### src/rtl/id_pkg.sv
// Shared decode constants for the ID stage: opcodes, control-bit layout,
// control encodings and the immediate formats with their bit gathering.
package id_pkg;

  localparam logic [6:0] OP_R      = 7'h33;
  localparam logic [6:0] OP_I      = 7'h13;
  localparam logic [6:0] OP_LOAD   = 7'h03;
  localparam logic [6:0] OP_STORE  = 7'h23;
  localparam logic [6:0] OP_BRANCH = 7'h63;
  localparam logic [6:0] OP_LUI    = 7'h37;
  localparam logic [6:0] OP_JAL    = 7'h6F;

  localparam int CTRL_REG_WRITE  = 7;
  localparam int CTRL_MEM_TO_REG = 6;
  localparam int CTRL_BRANCH     = 5;
  localparam int CTRL_MEM_READ   = 4;
  localparam int CTRL_MEM_WRITE  = 3;
  localparam int CTRL_ALU_OP_HI  = 2;
  localparam int CTRL_ALU_OP_LO  = 1;
  localparam int CTRL_ALU_SRC    = 0;

  localparam logic [7:0] CTRL_R      = 8'h84;
  localparam logic [7:0] CTRL_I      = 8'h85;
  localparam logic [7:0] CTRL_LOAD   = 8'hD1;
  localparam logic [7:0] CTRL_STORE  = 8'h09;
  localparam logic [7:0] CTRL_BRANCH_ENC = 8'h22;
  localparam logic [7:0] CTRL_LUI    = 8'h81;
  localparam logic [7:0] CTRL_JAL    = 8'hA0;
  localparam logic [7:0] CTRL_NONE   = 8'h00;

  typedef enum logic [2:0] {
    IMM_NONE,
    IMM_I,
    IMM_S,
    IMM_B,
    IMM_U,
    IMM_J
  } imm_fmt_t;

  // Returns the 32-bit sign-extended immediate; callers widen it to XLEN.
  function automatic logic [31:0] gen_imm32(input logic [31:0] instr, input imm_fmt_t fmt);
    logic [31:0] imm;
    imm = '0;
    case (fmt)
      IMM_I:   imm = {{20{instr[31]}}, instr[31:20]};
      IMM_S:   imm = {{20{instr[31]}}, instr[31:25], instr[11:7]};
      IMM_B:   imm = {{19{instr[31]}}, instr[31], instr[7], instr[30:25], instr[11:8], 1'b0};
      IMM_U:   imm = {instr[31:12], 12'b0};
      IMM_J:   imm = {{11{instr[31]}}, instr[31], instr[19:12], instr[20], instr[30:21], 1'b0};
      default: imm = '0;
    endcase
    return imm;
  endfunction

endpackage

### src/rtl/id_regfile.sv
// Architectural register file: two read ports, one write port, x0 hardwired
// to zero, out-of-range indices read as zero, same-cycle write-through.
module id_regfile #(
  parameter int XLEN  = 32,
  parameter int NREGS = 32
) (
  input  logic            clock,
  input  logic            reset_n,
  input  logic            wr_en,
  input  logic [4:0]      wr_addr,
  input  logic [XLEN-1:0] wr_data,
  input  logic [4:0]      rd_addr_a,
  output logic [XLEN-1:0] rd_data_a,
  input  logic [4:0]      rd_addr_b,
  output logic [XLEN-1:0] rd_data_b
);

  localparam int AW = $clog2(NREGS);
  localparam logic [5:0] LIMIT = 6'(NREGS);

  logic [XLEN-1:0] regs [NREGS];
  logic            wr_ok;

  assign wr_ok = wr_en && (wr_addr != 5'd0) && ({1'b0, wr_addr} < LIMIT);

  always_ff @(posedge clock or negedge reset_n) begin
    if (!reset_n) begin
      for (int i = 0; i < NREGS; i++) begin
        regs[i] <= '0;
      end
    end else if (wr_ok) begin
      regs[wr_addr[AW-1:0]] <= wr_data;
    end
  end

  // A write landing this cycle is forwarded so the reader sees the new value.
  function automatic logic [XLEN-1:0] read_port(input logic [4:0] addr);
    logic [XLEN-1:0] data;
    data = '0;
    if ((addr != 5'd0) && ({1'b0, addr} < LIMIT)) begin
      if (wr_ok && (wr_addr == addr)) begin
        data = wr_data;
      end else begin
        data = regs[addr[AW-1:0]];
      end
    end
    return data;
  endfunction

  assign rd_data_a = read_port(rd_addr_a);
  assign rd_data_b = read_port(rd_addr_b);

endmodule

### src/rtl/id_decode_pipe.sv
// Instruction decode stage: decodes control and immediates, reads operands
// and registers the result behind a valid/ready handshake with load-use stall.
module id_decode_pipe
  import id_pkg::*;
#(
  parameter int XLEN      = 32,
  parameter int NREGS     = 32,
  parameter bit HAZARD_EN = 1'b1
) (
  input  logic            clock,
  input  logic            reset_n,
  input  logic            in_valid,
  output logic            in_ready,
  input  logic [XLEN-1:0] in_pc,
  input  logic [31:0]     in_instr,
  input  logic            flush,
  input  logic            wb_en,
  input  logic [4:0]      wb_rd,
  input  logic [XLEN-1:0] wb_data,
  output logic            out_valid,
  input  logic            out_ready,
  output logic [XLEN-1:0] out_pc,
  output logic [XLEN-1:0] out_rs1_data,
  output logic [XLEN-1:0] out_rs2_data,
  output logic [XLEN-1:0] out_imm,
  output logic [7:0]      out_ctrl,
  output logic [2:0]      out_funct3,
  output logic [6:0]      out_funct7,
  output logic [4:0]      out_rd,
  output logic [4:0]      out_rs1,
  output logic [4:0]      out_rs2,
  output logic            out_illegal
);

  localparam logic [5:0] LIMIT = 6'(NREGS);

  logic [6:0]        opcode;
  logic [4:0]        rd;
  logic [4:0]        rs1;
  logic [4:0]        rs2;
  logic [2:0]        funct3;
  logic [6:0]        funct7;
  logic [7:0]        ctrl;
  imm_fmt_t          fmt;
  logic              uses_rs1;
  logic              uses_rs2;
  logic              bad_op;
  logic              bad_index;
  logic              illegal;
  logic signed [31:0] imm32;
  logic [XLEN-1:0]   imm;
  logic [XLEN-1:0]   rs1_data;
  logic [XLEN-1:0]   rs2_data;
  logic              hazard;
  logic              accept;

  assign opcode = in_instr[6:0];
  assign rd     = in_instr[11:7];
  assign funct3 = in_instr[14:12];
  assign rs1    = in_instr[19:15];
  assign rs2    = in_instr[24:20];
  assign funct7 = in_instr[31:25];

  always_comb begin
    ctrl     = CTRL_NONE;
    fmt      = IMM_NONE;
    uses_rs1 = 1'b0;
    uses_rs2 = 1'b0;
    bad_op   = 1'b0;
    case (opcode)
      OP_R:      begin ctrl = CTRL_R;          fmt = IMM_NONE; uses_rs1 = 1'b1; uses_rs2 = 1'b1; end
      OP_I:      begin ctrl = CTRL_I;          fmt = IMM_I;    uses_rs1 = 1'b1; end
      OP_LOAD:   begin ctrl = CTRL_LOAD;       fmt = IMM_I;    uses_rs1 = 1'b1; end
      OP_STORE:  begin ctrl = CTRL_STORE;      fmt = IMM_S;    uses_rs1 = 1'b1; uses_rs2 = 1'b1; end
      OP_BRANCH: begin ctrl = CTRL_BRANCH_ENC; fmt = IMM_B;    uses_rs1 = 1'b1; uses_rs2 = 1'b1; end
      OP_LUI:    begin ctrl = CTRL_LUI;        fmt = IMM_U;    end
      OP_JAL:    begin ctrl = CTRL_JAL;        fmt = IMM_J;    end
      default:   bad_op = 1'b1;
    endcase
  end

  // Only operand fields the opcode actually reads can make it illegal.
  assign bad_index = (uses_rs1 && ({1'b0, rs1} >= LIMIT)) ||
                     (uses_rs2 && ({1'b0, rs2} >= LIMIT));
  assign illegal   = bad_op || bad_index;

  assign imm32 = gen_imm32(in_instr, fmt);
  assign imm   = XLEN'(imm32);

  id_regfile #(
    .XLEN  (XLEN),
    .NREGS (NREGS)
  ) u_regfile (
    .clock     (clock),
    .reset_n   (reset_n),
    .wr_en     (wb_en),
    .wr_addr   (wb_rd),
    .wr_data   (wb_data),
    .rd_addr_a (rs1),
    .rd_data_a (rs1_data),
    .rd_addr_b (rs2),
    .rd_data_b (rs2_data)
  );

  // A load still sitting in the output stage cannot feed the next instruction.
  assign hazard = HAZARD_EN && out_valid && out_ctrl[CTRL_MEM_READ] && (out_rd != 5'd0) &&
                  ((out_rd == rs1) || ((out_rd == rs2) && uses_rs2));

  assign in_ready = (out_ready || !out_valid) && !hazard;
  assign accept   = in_valid && in_ready;

  always_ff @(posedge clock or negedge reset_n) begin
    if (!reset_n) begin
      out_valid    <= 1'b0;
      out_pc       <= '0;
      out_rs1_data <= '0;
      out_rs2_data <= '0;
      out_imm      <= '0;
      out_ctrl     <= '0;
      out_funct3   <= '0;
      out_funct7   <= '0;
      out_rd       <= '0;
      out_rs1      <= '0;
      out_rs2      <= '0;
      out_illegal  <= 1'b0;
    end else if (flush) begin
      out_valid <= 1'b0;
    end else if (accept) begin
      out_valid    <= 1'b1;
      out_pc       <= in_pc;
      out_rs1_data <= rs1_data;
      out_rs2_data <= rs2_data;
      out_imm      <= imm;
      out_ctrl     <= ctrl;
      out_funct3   <= funct3;
      out_funct7   <= funct7;
      out_rd       <= rd;
      out_rs1      <= rs1;
      out_rs2      <= rs2;
      out_illegal  <= illegal;
    end else if (out_ready) begin
      out_valid <= 1'b0;
    end
  end

endmodule

### config.mk
export PLATFORM = sky130hd
export DESIGN_NAME = id_decode_pipe
export DESIGN_NICKNAME = d
export VERILOG_FILES = /design/src/rtl/id_pkg.sv /design/src/rtl/id_regfile.sv /design/src/rtl/id_decode_pipe.sv
export SDC_FILE = /design/constraint.sdc
export NUM_CORES = 2
export LEC_CHECK = 0
export ABC_AREA = 1
export CORE_UTILIZATION = 35
export CTS_BUF_LIST = sky130_fd_sc_hd__clkbuf_16
export DETAILED_ROUTE_END_ITERATION = 12
export PLACE_DENSITY_LB_ADDON = 0.12
export RECOVER_POWER = 100
export SLEW_MARGIN = 30
export SYNTH_ARGS = -nofsm -noshare
export SYNTH_HDL_FRONTEND = slang
export SYNTH_SLANG_ARGS = --single-unit
### constraint.sdc
create_clock -name clock -period 1.6 [get_ports clock]
set_input_delay 0.32 -clock clock [delete_from_list [all_inputs] [get_ports clock]]
set_output_delay 0.32 -clock clock [all_outputs]
set_load 0.005 [all_outputs]
---- Word level (Yosys, flattened, before mapping) ----
Index checks and enable logic that the tools add are counted.
cells by class
  magnitude comparators ................... 4
  bitwise gates (word level) .............. 4
  mux-type cells .......................... 21
  reductions and logical operators ........ 23
  equal/unequal tests ..................... 16
operator list
  cell                number
  $bwmux 1024         1
  $bmux 32 s5         2
  $mux 32             9
  $demux 32 s5        1
  $pmux 32 s5         1
  $pmux 8 s7          1
  $eq 7x6->1 const B  3
  $eq 5x5->1          4
  $reduce_bool 5->1   4
  $ge 6x6->1 const B  3
  $not 5->6           3
  $pmux 3 s5          1
  $eq 7x7->1 const B  2
  $logic_and 1x1->1   10
  $eq 7x2->1 const B  1
  $eq 7x5->1 const B  1
  $reduce_or 7->1     1
  $eq 3x2->1 const B  2
  $eq 3x3->1 const B  2
  $lt 6x1->1 const B  1
  $mux 1              5
  $eq 3x1->1 const B  1
  $reduce_bool 3->1   1
  $reduce_or 3->1     1
  other kinds (5)     7
storage, ports and cells
  output and inout bits ................... 164
  flip-flop bits (word level) ............. 1187
  input port bits ......................... 107

---- Depth between registers and ports, before layout ----
  word-level depth ........................ 11
  depth in mapped cells ................... 16
  gate-level depth less buffers ........... 13

---- Hierarchy ----
A second synthesis with hierarchy kept.
unflattened totals
  cells, all modules ...................... 9401
  area, all modules ....................... 65848.2 um2
modules (own cells, without submodules)
  module          times used  cells each  area an instance (um2)  seq. area each (um2)
  id_regfile      1           8496        58338.5                 25624.6
  id_decode_pipe  1           905         7509.7                  4053.9

---- Least setup slack after synthesis ----
Ideal clock, no wire load.
  path kind ............................... input-to-reg
  start ................................... input in_instr[17]
  end ..................................... register out_rs1_data[24]
  setup time .............................. 0.117 ns
  path slack .............................. -0.166 ns
  arrival ................................. 1.649 ns
  data required time ...................... 1.483 ns
  stages .................................. 13
  cells stage by stage .................... buf_2 > nor2_1 > buf_2 > buf_2 > nand2_1 > a21oi_1 > nor2_1 > nand2_1 > nand3_1 > nand3_1 > nand2_1 > nand2_1 > nand2_1
between the ends
  cells in the longest elaborated chain, start to end .. 7
  elaborated cells between the ends (all ways) .. 16
  classes of those cells .................. 2 x eq/ne; 5 x mux; 1 x bitwise; 8 x reduce/logical
RTL lines
  what                                                                 line                   text
  start, declared                                                      id_decode_pipe.sv:15   input logic [31:0] in_instr,
  parallel branches: the longest is 7 deep, another holds $bmux 32 s5  -
  end signal, assigned                                                 id_decode_pipe.sv:131  out_rs1_data <= rs1_data;
  end, declared                                                        id_decode_pipe.sv:23   output logic [XLEN-1:0] out_rs1_data,
Parallel ways; which one is timed is not known. The select of a mux whose other input is x is not followed.
A chain may end at the register's enable or synchronous reset.

---- Worst setup path in the final report ----
  start ................................... register out_rd[2]
  end ..................................... output in_ready
between the ends
  cells in the longest elaborated chain, start to end .. 6
  elaborated cells between the ends (all ways) .. 9
  classes of those cells .................. 2 x eq/ne; 7 x reduce/logical
RTL lines
  what                    line                   text
  start, declared         id_decode_pipe.sv:29   output logic [4:0] out_rd,
  start signal, assigned  id_decode_pipe.sv:137  out_rd <= rd;
  $eq 5x5->1              id_decode_pipe.sv:107  ((out_rd == rs1) || ((out_rd == rs2) && uses_rs2));
  $logic_and 1x1->1       id_decode_pipe.sv:107
  $logic_or 1x1->1        id_decode_pipe.sv:107
  $logic_and 1x1->1 (*)   id_decode_pipe.sv:106  assign hazard = HAZARD_EN && out_valid && out_ctrl[CTRL_MEM_READ] && (out_rd != 5'd0) &&
  $logic_not 1->1 (*)     id_decode_pipe.sv:109  assign in_ready = (out_ready || !out_valid) && !hazard;
  $logic_and 1x1->1 (*)   id_decode_pipe.sv:109
  end, declared           id_decode_pipe.sv:13   output logic in_ready,
Every way passes the cells marked *; elsewhere a longest branch is shown, timed or not.

==> summary.md <==
| Metric | Value |
|---|---|
| Weighted congestion reported at the end of routability-driven placement | 0.9255 |
| Starting utilization of the core area | 0.3522 |
| Sinks on the clock net | 1,186 |
| First-pass GRT wire length | 428,000 um |
| Average wire length per cell after detail routing | 24.62 um |
| Total detailed-routing wirelength | 297,300 um |
| Dpl ws | -0.9487 ns |
| Most area-hungry cell type in the Yosys netlist | sky130_fd_sc_hd__dfrtp_1 |
| Critical setup path kind | register to primary output |
| Top post-synthesis cells by area | sky130_fd_sc_hd__dfrtp_1, sky130_fd_sc_hd__nand2_1, sky130_fd_sc_hd__o21ai_0, sky130_fd_sc_hd__nand3_1, sky130_fd_sc_hd__a21oi_1 |
| Slew Limit Headroom | 0.1397 |
| Half-perimeter wire length after detailed placement | 196,300 um |
| Pin count of the biggest net entering global routing | 69 |
| Hold violation count in the final report | 0 |
| CTS buffer count | 143 |
| Max VDD drop | 1114 uV |
| Die ar. | 183,600 sq um |
| Number of design-rule violations left by the first detailed-router iteration | 7,747 |
| Share of async-settable or async-resettable flops after synthesis | 1.000 |
| Cell leakage power | 39.53 nW |
| Tot GR Track Use | 0.3127 |
| Most instantiated library cell after synthesis | sky130_fd_sc_hd__nand2_1 |
| Number of warnings reported in the yosys synthesis log | 0 |
| Mean post-synth cell area | 7.057 sq um |
| Synthesis-to-layout area growth | 28.88% |
| Row count | 156 |
| Setup Skew | 0.02535 ns |
| Gate count after technology mapping | 9,020 |
| Netlist cell types | 32 |
| Seq/Total Area, Yosys | 0.4662 |
| Post-synth EDFFs | 0 |
| Endpoint required time on the critical path | 1.28 ns |
| Top-area cell type share of the netlist area | 0.4662 |
| Antenna diode instance count | 0 |
| Fraction of layout instances using a drive strength above 1 | 0.1611 |
| Critical path startpoint category | register |
| Clock tree root driver cell | sky130_fd_sc_hd__clkbuf_16 |
| Num ports | 271 |
| Area of the mapped netlist | 63,660 sq um |
| Total of fill cells in the finished design | 18,140 |
| Vias post-DR | 66,370 |
| Post-Route Hold Slack | 0.04336 ns |
| Status | finished with violations |
| Share of the clock period used by the worst path | 1.446 |
| Max-Cap Viols | 0 |
| Placed cell count | 11,650 |
| Tightest Hold Check Type | input pin to register |
| Final number of max-transition violations | 0 |
| Maximum root-to-sink buffer count | 3 |
| Measured slew at the worst slew-check pin | 1.290 ns |
| Standard cell area after detailed placement | 75,680 sq um |
| Net count after synthesis | 9,127 |
| TritonCTS clock tree | yes |
| Final critical-path setup slack | -0.7133 ns |
| Worst-path maximum fanout | 5 |
| Clock transition time at the flip-flop clock pins of the worst setup and hold paths | 0.06 ns |
| Vias in the first global route | 61,100 |
| Antenna violations before repair | 4 |
| Placeable Area | 180,700 sq um |
| Clock latency at the later pin of the worst-skew pair | 0.82 ns |
| Final Setup Violations | 1,774 |
| Die Height | 428.5 um |
| Power density over cell area | 1109 nW/um^2 |
| Maximum operating frequency | 432.3 MHz |
| RSZ-0062 raised after global routing | yes |
| DRC errors left | 0 |
| Pre-Repair DR Iteration Count | 8 |
| Violations in the final reports | setup timing |
| Element type at the critical path end | primary output |
| Crit path DAT | 1.99 ns |
| Primary FF master, synth | sky130_fd_sc_hd__dfrtp_1 |
| Post-route total power | 90.98 mW |
| Count of port buffers added during placement | 270 |
| Post-route design area | 82,040 sq um |
| Final std cells w/o fill | 12,070 |
| CTS H-tree depth | 4 |
| Avg Vias per Cell | 5.497 |
| Seq cells post-synth | 1,186 |
| Remaining number of nets flagged by the antenna check after routing | 0 |
| Final min period | 2.313 ns |
| Post-layout nets | 9,700 |
| Die extent in x | 428.5 um |
| Grt ovf | 0 |
| Most frequent cells after synthesis | sky130_fd_sc_hd__nand2_1, sky130_fd_sc_hd__dfrtp_1, sky130_fd_sc_hd__o21ai_0, sky130_fd_sc_hd__nand3_1, sky130_fd_sc_hd__clkbuf_1 |
==> cell usage in the layout, fill, tap and decap left out, types with 4 or more instances in the layout <==
| cell type | instances |
|---|---|
| sky130_fd_sc_hd__dfrtp_2 | 38 |
| sky130_fd_sc_hd__dfrtp_1 | 1148 |
| sky130_fd_sc_hd__nand3_2 | 9 |
| sky130_fd_sc_hd__clkbuf_16 | 165 |
| sky130_fd_sc_hd__nand2_4 | 51 |
| sky130_fd_sc_hd__or2_2 | 16 |
| sky130_fd_sc_hd__buf_16 | 17 |
| sky130_fd_sc_hd__clkinvlp_4 | 4 |
| sky130_fd_sc_hd__clkbuf_2 | 103 |
| sky130_fd_sc_hd__nand2_2 | 110 |
| sky130_fd_sc_hd__bufinv_16 | 8 |
| sky130_fd_sc_hd__xnor2_1 | 5 |
| sky130_fd_sc_hd__nor3_1 | 11 |
| sky130_fd_sc_hd__nand3_1 | 844 |
| sky130_fd_sc_hd__clkdlybuf4s50_1 | 94 |
| sky130_fd_sc_hd__inv_2 | 15 |
| sky130_fd_sc_hd__clkbuf_1 | 10 |
| sky130_fd_sc_hd__inv_6 | 9 |
| sky130_fd_sc_hd__nor2_4 | 7 |
| sky130_fd_sc_hd__clkinv_1 | 33 |
| sky130_fd_sc_hd__clkinv_2 | 22 |
| sky130_fd_sc_hd__a21oi_1 | 391 |
| sky130_fd_sc_hd__buf_4 | 565 |
| sky130_fd_sc_hd__o21ai_0 | 1054 |
| sky130_fd_sc_hd__inv_1 | 461 |
| sky130_fd_sc_hd__buf_2 | 28 |
| sky130_fd_sc_hd__o211ai_1 | 246 |
| sky130_fd_sc_hd__nor2_1 | 322 |
| sky130_fd_sc_hd__buf_8 | 20 |
| sky130_fd_sc_hd__o21ai_2 | 8 |
| sky130_fd_sc_hd__xor2_1 | 7 |
| sky130_fd_sc_hd__clkbuf_4 | 9 |
| sky130_fd_sc_hd__nor3_2 | 4 |
| sky130_fd_sc_hd__buf_12 | 260 |
| sky130_fd_sc_hd__o21ai_1 | 164 |
| sky130_fd_sc_hd__nand2_1 | 3323 |
| sky130_fd_sc_hd__a22oi_1 | 16 |
| sky130_fd_sc_hd__buf_6 | 76 |
==> power breakdown <==
part / switching, mW / total (mW) / internal (mW) / leakage [nW]
combinational: 11.6 / 19.8 / 8.29 / 22.0
sequential: 4.08 / 39.4 / 35.3 / 15.2
clock: 14.0 / 31.7 / 17.8 / 2.28
==> final cells by class <==
cell class / count / area [sq um] / share of cell area
Tap cell: 2370 / 2965 / 0.03614
Timing Repair Buffer: 1205 / 13300 / 0.1621
Clock buffer: 145 / 3628 / 0.04423
Timing Repair inverter: 1 / 11.26 / 0.0001373
Inverter: 452 / 1733 / 0.02112
Multi-Input combinational cell: 6604 / 29900 / 0.3644
Sequential cell: 1186 / 29730 / 0.3623
Clock inverter: 111 / 775.7 / 0.009456
==> through the flow <==
step / util / setup TNS, ns
2_1_floorplan: - / -0.4189
3_3_place_gp: 0.4187 / -699.66
3_5_place_dp: 0.4187 / -710.53
4_1_cts: 0.4477 / -123.26
5_1_grt: 0.4539 / -395.30
6_report: 0.4539 / -277.22
==> path summary, 6_finish.rpt <==
path / cells past startpoint / to / from / slack (ns)
max in group asynchronous: 4 / out_rs2_data[19] / reset_n / -0.31
min reg2reg: 0 / u_regfile.regs[1022] / u_regfile.regs[1022] / 0.38
min in group asynchronous: 2 / u_regfile.regs[499] / reset_n / 0.37
max reg2reg: 16 / out_rs1_data[14] / out_rd[0] / -0.68
max: 7 / in_ready / out_rd[2] / -0.71
min: 3 / out_pc[7] / in_pc[7] / 0.04
==> what timing repair did <==
item	4_1_cts	5_1_grt
cloned	13	25
hold buffers	1	0
setup endpoints to repair	326	331
resized for setup	448	439
setup buffers	59	97
hold endpoints to repair	1186	0
pin swaps	14	46
==> per-layer routing <==
metal / part of all wire / GRT usage / up-vias
li1: - / - / 30440
met1: 0.42 / 0.4308 / 32020
met2: 0.44 / 0.4845 / 3264
met3: 0.084 / 0.05109 / 647
met4: 0.048 / 0.1339 / 4
met5: 0.000077 / 0 / -
==> critical path, cell delays in order (launching register included) <==
cell and delay, ns:
sky130_fd_sc_hd__dfrtp_2 0.47, sky130_fd_sc_hd__nand2_1 0.09, sky130_fd_sc_hd__nand2_1 0.06, sky130_fd_sc_hd__nor3_2 0.22, sky130_fd_sc_hd__nand2_1 0.09, sky130_fd_sc_hd__nand2_2 0.08
sky130_fd_sc_hd__a21boi_2 0.05, sky130_fd_sc_hd__buf_2 0.13
==> cell families after synthesis <==
group                  count (synthesis)  share of synthesized area
AND/OR/NAND/NOR                     4706                     0.2968
AO/OA/AOI/OAI                       1885                     0.1586
buffers and inverters               1230                    0.07652
flip-flops                          1186                     0.4662
XOR/XNOR                              13                   0.001789
==> registers in the layout, indices dropped and copies added (netlist names), 3 cells and up <==
register and cells:
out_ctrl 7, out_funct3 3, out_funct7 7, out_imm 32
out_pc 32, out_rd 5, out_rs1 5, out_rs1_data 32
out_rs2 5, out_rs2_data 32, u_regfile.regs 1024
Power figures use the tool's default switching activity.
